[config.mk]
export PLATFORM = sky130hd
export DESIGN_NAME = gate_equiv_sequencer
export DESIGN_NICKNAME = d
export VERILOG_FILES = /design/src/rtl/gate_equiv_pkg.sv /design/src/rtl/gate_equiv_sequencer_settle_timer.sv /design/src/rtl/gate_equiv_sequencer.sv
export SDC_FILE = /design/constraint.sdc
export NUM_CORES = 1
export LEC_CHECK = 0
export ABC_AREA = 1
export CAP_MARGIN = 10
export CORE_ASPECT_RATIO = 1.75
export CORE_MARGIN = 5
export CORE_UTILIZATION = 25
export DETAILED_ROUTE_END_ITERATION = 6
export HOLD_SLACK_MARGIN = 0.15
export PLACE_DENSITY_LB_ADDON = 0.2
export REMOVE_ABC_BUFFERS = 1
export SYNTH_ARGS = -nofsm -noshare
export SYNTH_HDL_FRONTEND = slang
export SYNTH_SLANG_ARGS = --single-unit
[constraint.sdc]
create_clock -name clk -period 1.3 [get_ports clk]
set_input_delay 0.26 -clock clk [delete_from_list [all_inputs] [get_ports clk]]
set_output_delay 0.26 -clock clk [all_outputs]
set_load 0.02 [all_outputs]
[src/rtl/gate_equiv_pkg.sv]
// Shared definitions for the gate-equivalence truth-table sequencer.
//   state_t    : sequencer FSM states
//   NUM_VECS   : vectors per run for the default 2-input configuration
//   num_vecs() : vectors per run for an arbitrary stimulus width
//   cnt_width(): register width able to hold 0..maxval (never below 1 bit)
package gate_equiv_pkg;

  typedef enum logic [2:0] {
    ST_IDLE   = 3'd0,
    ST_APPLY  = 3'd1,
    ST_SETTLE = 3'd2,
    ST_CHECK  = 3'd3,
    ST_DONE   = 3'd4
  } state_t;

  localparam int unsigned DEF_N_INPUTS = 2;
  localparam int unsigned NUM_VECS     = 2 ** DEF_N_INPUTS;

  function automatic int unsigned num_vecs(input int unsigned n);
    return 32'd1 << n;
  endfunction

  // A zero-length counter is not representable, so 0 and 1 both map to 1 bit.
  function automatic int unsigned cnt_width(input int unsigned maxval);
    if (maxval < 2) begin
      return 1;
    end
    return $clog2(maxval + 1);
  endfunction

endpackage

[src/rtl/gate_equiv_sequencer_settle_timer.sv]
// Settle-wait down-counter for the gate-equivalence sequencer.
//   clk, rst_n : clock, asynchronous active-low reset
//   load       : reload the counter for a fresh settle interval
//   tick       : one settle cycle has elapsed (only honoured while non-zero)
//   expired    : counter has reached zero; the settle interval is over
// The counter is loaded with SETTLE_CYCLES-1 so that "expired" is already
// visible during the last settle cycle and the FSM leaves SETTLE after
// exactly SETTLE_CYCLES cycles.
module settle_timer
  import gate_equiv_pkg::*;
#(
  parameter int unsigned SETTLE_CYCLES = 1
) (
  input  logic clk,
  input  logic rst_n,
  input  logic load,
  input  logic tick,
  output logic expired
);

  localparam int unsigned W = cnt_width(SETTLE_CYCLES);
  localparam int unsigned LOAD_INT = (SETTLE_CYCLES > 0) ? (SETTLE_CYCLES - 1) : 0;
  localparam logic [W-1:0] LOAD_VAL = W'(LOAD_INT);

  logic [W-1:0] cnt;

  always_ff @(posedge clk or negedge rst_n) begin
    if (!rst_n) begin
      cnt <= '0;
    end else if (load) begin
      cnt <= LOAD_VAL;
    end else if (tick && (cnt != '0)) begin
      cnt <= cnt - 1'b1;
    end
  end

  assign expired = (cnt == '0);

endmodule

[src/rtl/gate_equiv_sequencer.sv]
// Exhaustive truth-table sequencer for combinational gate-equivalence checks.
// Drives every vector 0 .. 2**N_INPUTS-1 onto stim, waits SETTLE_CYCLES,
// compares NUM_PAIRS lhs/rhs outputs in parallel and accumulates the results.
//   clk, rst_n     : clock, asynchronous active-low reset
//   start          : one-cycle run request, honoured only when idle
//   abort          : terminates an active run (no done pulse, pass cleared)
//   lhs, rhs       : reference / alternative gate outputs, bit i = pair i
//   stim           : registered stimulus to both gate networks
//   busy           : run in progress (APPLY/SETTLE/CHECK/DONE)
//   done           : one-cycle pulse after a completed run
//   pass           : last completed run had no mismatches
//   mismatch_mask  : sticky OR of lhs^rhs over checked vectors
//   fail_count     : number of vectors with any mismatching pair
//   first_fail_vec : stim of the first mismatching vector (valid if fail_count != 0)
module gate_equiv_sequencer
  import gate_equiv_pkg::*;
#(
  parameter int unsigned N_INPUTS      = 2,
  parameter int unsigned NUM_PAIRS     = 4,
  parameter int unsigned SETTLE_CYCLES = 1
) (
  input  logic                  clk,
  input  logic                  rst_n,
  input  logic                  start,
  input  logic                  abort,
  input  logic [NUM_PAIRS-1:0]  lhs,
  input  logic [NUM_PAIRS-1:0]  rhs,
  output logic [N_INPUTS-1:0]   stim,
  output logic                  busy,
  output logic                  done,
  output logic                  pass,
  output logic [NUM_PAIRS-1:0]  mismatch_mask,
  output logic [N_INPUTS:0]     fail_count,
  output logic [N_INPUTS-1:0]   first_fail_vec
);

  // One extra bit so the vector index can never wrap before terminal detection.
  localparam int unsigned   VW         = N_INPUTS + 1;
  localparam logic [VW-1:0] LAST_VEC   = VW'(num_vecs(N_INPUTS) - 1);
  localparam logic          HAS_SETTLE = (SETTLE_CYCLES > 0);

  state_t                state;
  logic [VW-1:0]         vec;
  logic [NUM_PAIRS-1:0]  diff;
  logic                  timer_load;
  logic                  timer_tick;
  logic                  timer_expired;

  assign diff       = lhs ^ rhs;
  assign timer_load = (state == ST_APPLY)  && !abort;
  assign timer_tick = (state == ST_SETTLE) && !abort;

  settle_timer #(
    .SETTLE_CYCLES (SETTLE_CYCLES)
  ) u_settle_timer (
    .clk     (clk),
    .rst_n   (rst_n),
    .load    (timer_load),
    .tick    (timer_tick),
    .expired (timer_expired)
  );

  // busy is tracked alongside the state so it is registered and equals
  // (state != IDLE) on every cycle.
  always_ff @(posedge clk or negedge rst_n) begin
    if (!rst_n) begin
      state          <= ST_IDLE;
      vec            <= '0;
      stim           <= '0;
      busy           <= 1'b0;
      done           <= 1'b0;
      pass           <= 1'b0;
      mismatch_mask  <= '0;
      fail_count     <= '0;
      first_fail_vec <= '0;
    end else begin
      done <= 1'b0;
      if (abort) begin
        // In IDLE an abort only masks a simultaneous start; results are kept.
        if (state != ST_IDLE) begin
          state <= ST_IDLE;
          busy  <= 1'b0;
          pass  <= 1'b0;
        end
      end else begin
        case (state)
          ST_IDLE: begin
            if (start) begin
              state          <= ST_APPLY;
              busy           <= 1'b1;
              vec            <= '0;
              pass           <= 1'b0;
              mismatch_mask  <= '0;
              fail_count     <= '0;
              first_fail_vec <= '0;
            end
          end
          ST_APPLY: begin
            stim <= vec[N_INPUTS-1:0];
            if (HAS_SETTLE) begin
              state <= ST_SETTLE;
            end else begin
              state <= ST_CHECK;
            end
          end
          ST_SETTLE: begin
            if (timer_expired) begin
              state <= ST_CHECK;
            end
          end
          ST_CHECK: begin
            mismatch_mask <= mismatch_mask | diff;
            if (|diff) begin
              fail_count <= fail_count + 1'b1;
              if (fail_count == '0) begin
                first_fail_vec <= vec[N_INPUTS-1:0];
              end
            end
            if (vec == LAST_VEC) begin
              state <= ST_DONE;
            end else begin
              vec   <= vec + 1'b1;
              state <= ST_APPLY;
            end
          end
          ST_DONE: begin
            // fail_count already includes the final CHECK, so it alone decides.
            done  <= 1'b1;
            pass  <= (fail_count == '0);
            busy  <= 1'b0;
            state <= ST_IDLE;
          end
          default: begin
            state <= ST_IDLE;
            busy  <= 1'b0;
          end
        endcase
      end
    end
  end

endmodule

# ---- Word-level counts from Yosys, hierarchy flattened
# Cells that the tools add are included.
dict set report totals {
  ff_bits 21
  latch_bits 0
  ram_bits 0
  mem_bits_ro 0
  in_bits 12
  out_inout_bits 14
  mem_count 0
}
dict set report classes {
  addsub 3
  n_mul 0
  div_mod_pow 0
  order_cmp 0
  eq_ne 13
  shift 0
  n_mux 28
  bitwise 3
  reduce_logical 20
}
# operator n
set ops {}
lappend ops {{3-bit 2-to-1 mux} 8}
lappend ops {{3-bit case mux with 2 select lines} 2}
lappend ops {{3-bit case mux with 4 select lines} 1}
lappend ops {{3-bit AND reduction} 4}
lappend ops {{3-bit by 2-bit == test with 1-bit output, second input constant} 3}
lappend ops {{1-bit 2-to-1 mux} 9}
lappend ops {{2-bit inequality test, second input constant} 4}
lappend ops {{4-bit case mux with 2 select lines} 1}
lappend ops {{4-bit AND reduction} 2}
lappend ops {{3-bit by 1-bit adder with 3-bit output, second input constant} 2}
lappend ops {{3-bit logical NOT} 2}
lappend ops {{2-bit 2-to-1 mux} 3}
lappend ops {{3-bit inequality test, second input constant} 2}
lappend ops {{3-bit nonzero test} 2}
lappend ops {{5-bit AND reduction} 1}
lappend ops {{4-bit 2-to-1 mux} 1}
lappend ops {{2-bit by 1-bit inequality test with 1-bit output, second input constant} 2}
lappend ops {{4-bit OR} 1}
lappend ops {{1-bit case mux with 2 select lines} 2}
lappend ops {{2-bit case mux with 2 select lines} 1}
lappend ops {{2-bit nonzero test} 2}
lappend ops {{4-bit OR reduction} 1}
lappend ops {{4-bit bitwise XOR} 1}
lappend ops {{3-bit by 1-bit == test with 1-bit output, second input constant} 1}
lappend ops {{7 further kinds} 9}

# ---- Longest topological paths before layout
dict set report depth {
  ltp_word 5
  depth_mapped 9
  mapped_depth_nobuf 9
}

# ---- Modules after synthesis
# From an unflattened synthesis, not the netlist that was laid out.
dict set report hier_totals {
  cells_unflattened 141
  area_unflattened_um2 1164.9
}
# module n_inst cells_per_inst area_each_um2
set modules_own_cells {}
lappend modules_own_cells {gate_equiv_sequencer 1 136 1122.3}
lappend modules_own_cells {settle_timer 1 5 42.5}

# ---- Worst setup path after synthesis
# Ideal clock, no wire load.
dict set report synth_timing {
  path_type {register -> register}
  startpoint {register fail_count[0]}
  endpoint {register first_fail_vec[0]}
  setup_time_ns 0.117
  arrival_time_ns 1.187
  t_required_ns 1.183
  setup_slack_ns -0.004
  stages_incl_launch_ff 8
  n_path_buf 0
  period_less_slack_ns 1.304
  cell_sequence {dfrtp_1 inv_1 ha_1 inv_1 o21ai_0 nand3_1 nand2_1 nand2_1}
}
dict set report synth_via {
  elab_chain_cells 3
}
# element line_no
set synth_rtl {}
lappend synth_rtl {{start, declared} gate_equiv_sequencer.sv:33} ;# output logic [N_INPUTS:0] fail_count,
lappend synth_rtl {{start signal, assigned} gate_equiv_sequencer.sv:114} ;# fail_count <= fail_count + 1'b1;
lappend synth_rtl {{3-bit logical NOT} gate_equiv_sequencer.sv:115} ;# if (fail_count == '0) begin
lappend synth_rtl {{2-bit inequality test (no line)} -}
lappend synth_rtl {{5-bit AND reduction (no line)} -}
lappend synth_rtl {{end signal, assigned} gate_equiv_sequencer.sv:116} ;# first_fail_vec <= vec[N_INPUTS-1:0];
lappend synth_rtl {{end, declared} gate_equiv_sequencer.sv:34} ;# output logic [N_INPUTS-1:0] first_fail_vec
# No other way between the ends.
# A chain may end at the register's enable or synchronous reset.

# ---- Worst setup path in the final report
dict set report layout_timing {
  startpoint {register state[0]}
  endpoint {register fail_count[0]}
}
dict set report layout_via {
  elab_chain_cells 3
  word_cells_on_any_way 7
  cone_classes {eq/ne (3); mux (1); reduce/logical (3)}
}
# element line_no
set layout_rtl {}
lappend layout_rtl {{start, declared} gate_equiv_sequencer.sv:42} ;# state_t state;
lappend layout_rtl {{start signal, assigned} gate_equiv_sequencer.sv:67} ;# state <= ST_IDLE;
lappend layout_rtl {{start signal, assigned} gate_equiv_sequencer.sv:81} ;# state <= ST_IDLE;
lappend layout_rtl {{start signal, assigned} gate_equiv_sequencer.sv:89} ;# state <= ST_APPLY;
lappend layout_rtl {{3-bit by 2-bit == test with 1-bit output or 3-bit logical NOT (tied branches)} gate_equiv_sequencer.sv:86} ;# case (state)
lappend layout_rtl {{2-bit inequality test (no line) or 2-bit nonzero test (tied branches)} -}
lappend layout_rtl {{4-bit AND reduction (no line)} -}
# Several ways; a longest one is shown, not always the timed one.

==> impl_metrics.py <==
metrics = {
    "cts": {
        "cts.clk_slew.worst_paths_ns": 0.08,
        "cts_buffer_depth": 2,
        "clock-root-buffer": "clkbuf_8",
        "cts_buffers": 3,
        "htree_levels": 1,
        "cts_tree": "yes",
        "cts.sinks": 21,
        "holdBufCountCts": 0,
        "clk_latency_ns": 0.26,
    },
    "sta": {
        "finalMaxSlewViolations": 0,
        "setup_slack_ns": -0.0112,
        "fin_crit_sh_pct": 101,
        "rsz0062_at_grt": "yes",
        "min_period_ns": 1.31,
        "tightestPinTransition_ns": 0.291,
        "hold_viol_final": 0,
        "fmax_mhz": 763,
        "slew_headroom_pct": 80.6,
        "finClkSkew_ns": 0.00154,
        "setup_violations": 3,
    },
    "worst_setup_path": {
        "slowest_delay_ns": 0.45,
        "path_max_fanout": 6,
        "critical_path_required_ns": 1.46,
        "crit_buf_inv": 1,
        "worstPathCellList": "nor2_4 > nand2_2 > nand2_4 > inv_4 > nor2_8 > nand2_4 > nand2_1 > o21ai_2",
        "crit_type": "reg2reg",
        "cpMostUsedCell": "nand2_4",
        "cp-end-kind": "flip-flop",
        "critPathLaunchType": "flip-flop",
        "crit_arrival_ns": 1.47,
        "critical_path.top_delay_family": "simple AND/OR/NAND/NOR gates",
        "worst_path_max_delay_cell": "dfrtp_2",
    },
    "status": {
        "status": "finished with violations",
        "violations": "negative setup slack",
    },
    "power": {
        "p_leak_uw": 0.000912,
        "sw_frac_of_total_pct": 33.6,
        "ir_drop_v": 0.000506,
        "clkPwrFrac_pct": 23.7,
        "comb_power_share_pct": 34.0,
        "p_int_uw": 1210,
        "p_per_area_nw_per_um2": 1040,
        "p_sw_uw": 612,
        "seq_power_share_pct": 42.4,
    },
    "detailed_routing": {
        "drt_iter0_markers": 13,
        "drt-total-wl_um": 2840,
        "drc": 0,
        "dr.pass1.iters": 4,
        "routedWlPerCell_um": 11.6,
        "vias": 1078,
        "viasPerCell": 4.38,
        "ant_nets": 0,
    },
    "floorplanning": {
        "die_h_um": 99.1,
        "die_x_um": 60.9,
        "initial_utilization_pct": 25.8,
        "num_io_pins": 26,
        "coreArea_um2": 4400,
        "num_rows": 32,
        "dieArea_um2": 6040,
    },
    "yosys": {
        "syn_avg_cell_area_um2": 7.88,
        "syn_area_um2": 1130,
        "syn_inst": 144,
        "ys_warn_count": 0,
        "ys_ff_latch": 21,
        "seq_area_frac_synth_pct": 46.3,
        "yosysUniqueCellTypes": 23,
    },
    "placement": {
        "port-buffer-count": 25,
        "gp_congestion": 0.711,
        "dpl_worst_slack_ns": -0.259,
        "hpwl_um": 2180,
        "placedCellCount": 237,
    },
    "cells_and_area": {
        "n_antenna_cell": 0,
        "nets": 212,
        "area_delta_synth_final_pct": 53.8,
        "final_cells": 246,
        "n_fill_cell": 472,
        "drive_above_1_share_pct": 28.2,
    },
    "global_route": {
        "grt_pass1_vias": 1099,
        "grt_usage_pct": 10.2,
        "antenna_found_initial": 0,
        "grt.overflow.total": 0,
        "grt_max_degree": 22,
        "grt_pass1_wl_um": 4690,
    },
    "flow_run": {
        "max_cap_violations": 0,
    },
    "worst_hold_path": {
        "hp-class": "in2async",
    },
}
## power groups by stage
stage                     logic [uW]  registers, uW  clock network, uW
after floorplan                  214            851                  0
after global placement           558            781                  0
after detailed placement         564            786                  0
after CTS                        566            776                449
after global routing             675            783                467
final                            619            771                431
## flip-flops by register name, indices dropped and copies added (netlist names)
signal,flops
mismatch_mask,4
fail_count,3
state,3
vec,3
first_fail_vec,2
stim,2
busy,1
done,1
pass,1
u_settle_timer.cnt,1
## cell type report
cell class | count | area, um^2 | area share [%]
multi-input combinational | 92 | 577 | 33.0
sequential | 21 | 527 | 30.2
timing repair buffer | 47 | 413 | 23.7
inverter | 31 | 120 | 6.88
tap | 51 | 63.8 | 3.66
clock buffer | 4 | 45.0 | 2.58
## metal layers
layer	global-route usage, %	part of all wire [%]	vias up
li1	-	-	547
met1	10.3	39	510
met2	19.5	57	16
met3	1.69	2.6	5
met4	4.01	1.8	0
met5	0	0	-
## stage by stage
step	setup TNS (ns)	hold slack [ns]	utilization [%]	instance area, um^2	power, uW
2_1_floorplan	-0.00800	-0.0356	-	1130	1070
3_3_place_gp	-2.62	0.471	35.9	1580	1340
3_5_place_dp	-3.05	0.477	35.9	1580	1350
4_1_cts	0	0.349	38.0	1670	1790
5_1_grt	-0.711	0.376	39.6	1750	1920
6_report	-0.0266	0.347	39.6	1750	1820
## cells in the mapped netlist
cell | count | area, um^2
a21oi_1 | 5 | 25.0
a22o_1 | 1 | 8.76
clkbuf_2 | 1 | 5.00
clkinv_2 | 1 | 5.00
dfrtp_1 | 21 | 526
ha_1 | 4 | 50.1
inv_1 | 28 | 105
inv_2 | 2 | 7.51
nand2_1 | 34 | 128
nand2_2 | 2 | 12.5
nand2_4 | 2 | 22.5
nand3_1 | 6 | 30.0
nand3_2 | 1 | 10.0
nand4_1 | 4 | 25.0
nor2_1 | 15 | 56.3
nor2_2 | 1 | 6.26
nor2_8 | 1 | 20.0
nor3_1 | 1 | 5.00
o2111a_1 | 1 | 11.3
o21ai_0 | 7 | 35.0
o21ai_1 | 3 | 15.0
o21ai_2 | 2 | 17.5
xor2_1 | 1 | 8.76
## timing repair
item                                    4_1_cts  5_1_grt
pin swaps                                     4        8
hold endpoints to repair                      0        0
gates resized for setup                      27       18
setup buffers                                 1        3
cloned                                        1        0
endpoints found under the setup margin       28       17
## layout by cell type (no fill, tap or decap), types with 2 or more instances in the layout
cell type        count
nand4_1              4
o21ai_1              4
nand2_2              5
nand2_4              4
nor2_4               2
a21oi_2              2
inv_2                2
dfrtp_1             20
o21ai_0              3
buf_6                4
dlygate4sd2_1       14
clkdlybuf4s50_1     11
nor2_1              13
inv_1               27
ha_1                 2
clkbuf_8             3
nand2_1             29
o21ai_2              5
a21oi_1              3
nor2_2               2
buf_4               18
nand3_1              5
## path summary, 6_finish.rpt
path / start / end / slack (ns) / cells past startpoint
worst min-delay path: rst_n / vec[2] / 0.35 / 2
min in group clk: stim[1] / stim[1] / 0.49 / 2
worst max-delay path: state[0] / fail_count[0] / -0.01 / 8
worst max register to register: state[0] / fail_count[0] / -0.01 / 8
worst min register to register: stim[1] / stim[1] / 0.49 / 2
max in group asynchronous: rst_n / state[0] / 0.71 / 2
## cell families after synthesis
kind of cell               Yosys count  share of synthesized area, %
AOI/OAI and AO/OA                   19                          9.92
adders and majority gates            4                          4.41
buffers and inverters               32                          10.8
xor gates and xnor gates             1                         0.772
DFF                                 21                          46.3
and+or+nand+nor                     67                          27.8
Note: power is estimated with default switching activity, not from simulation.
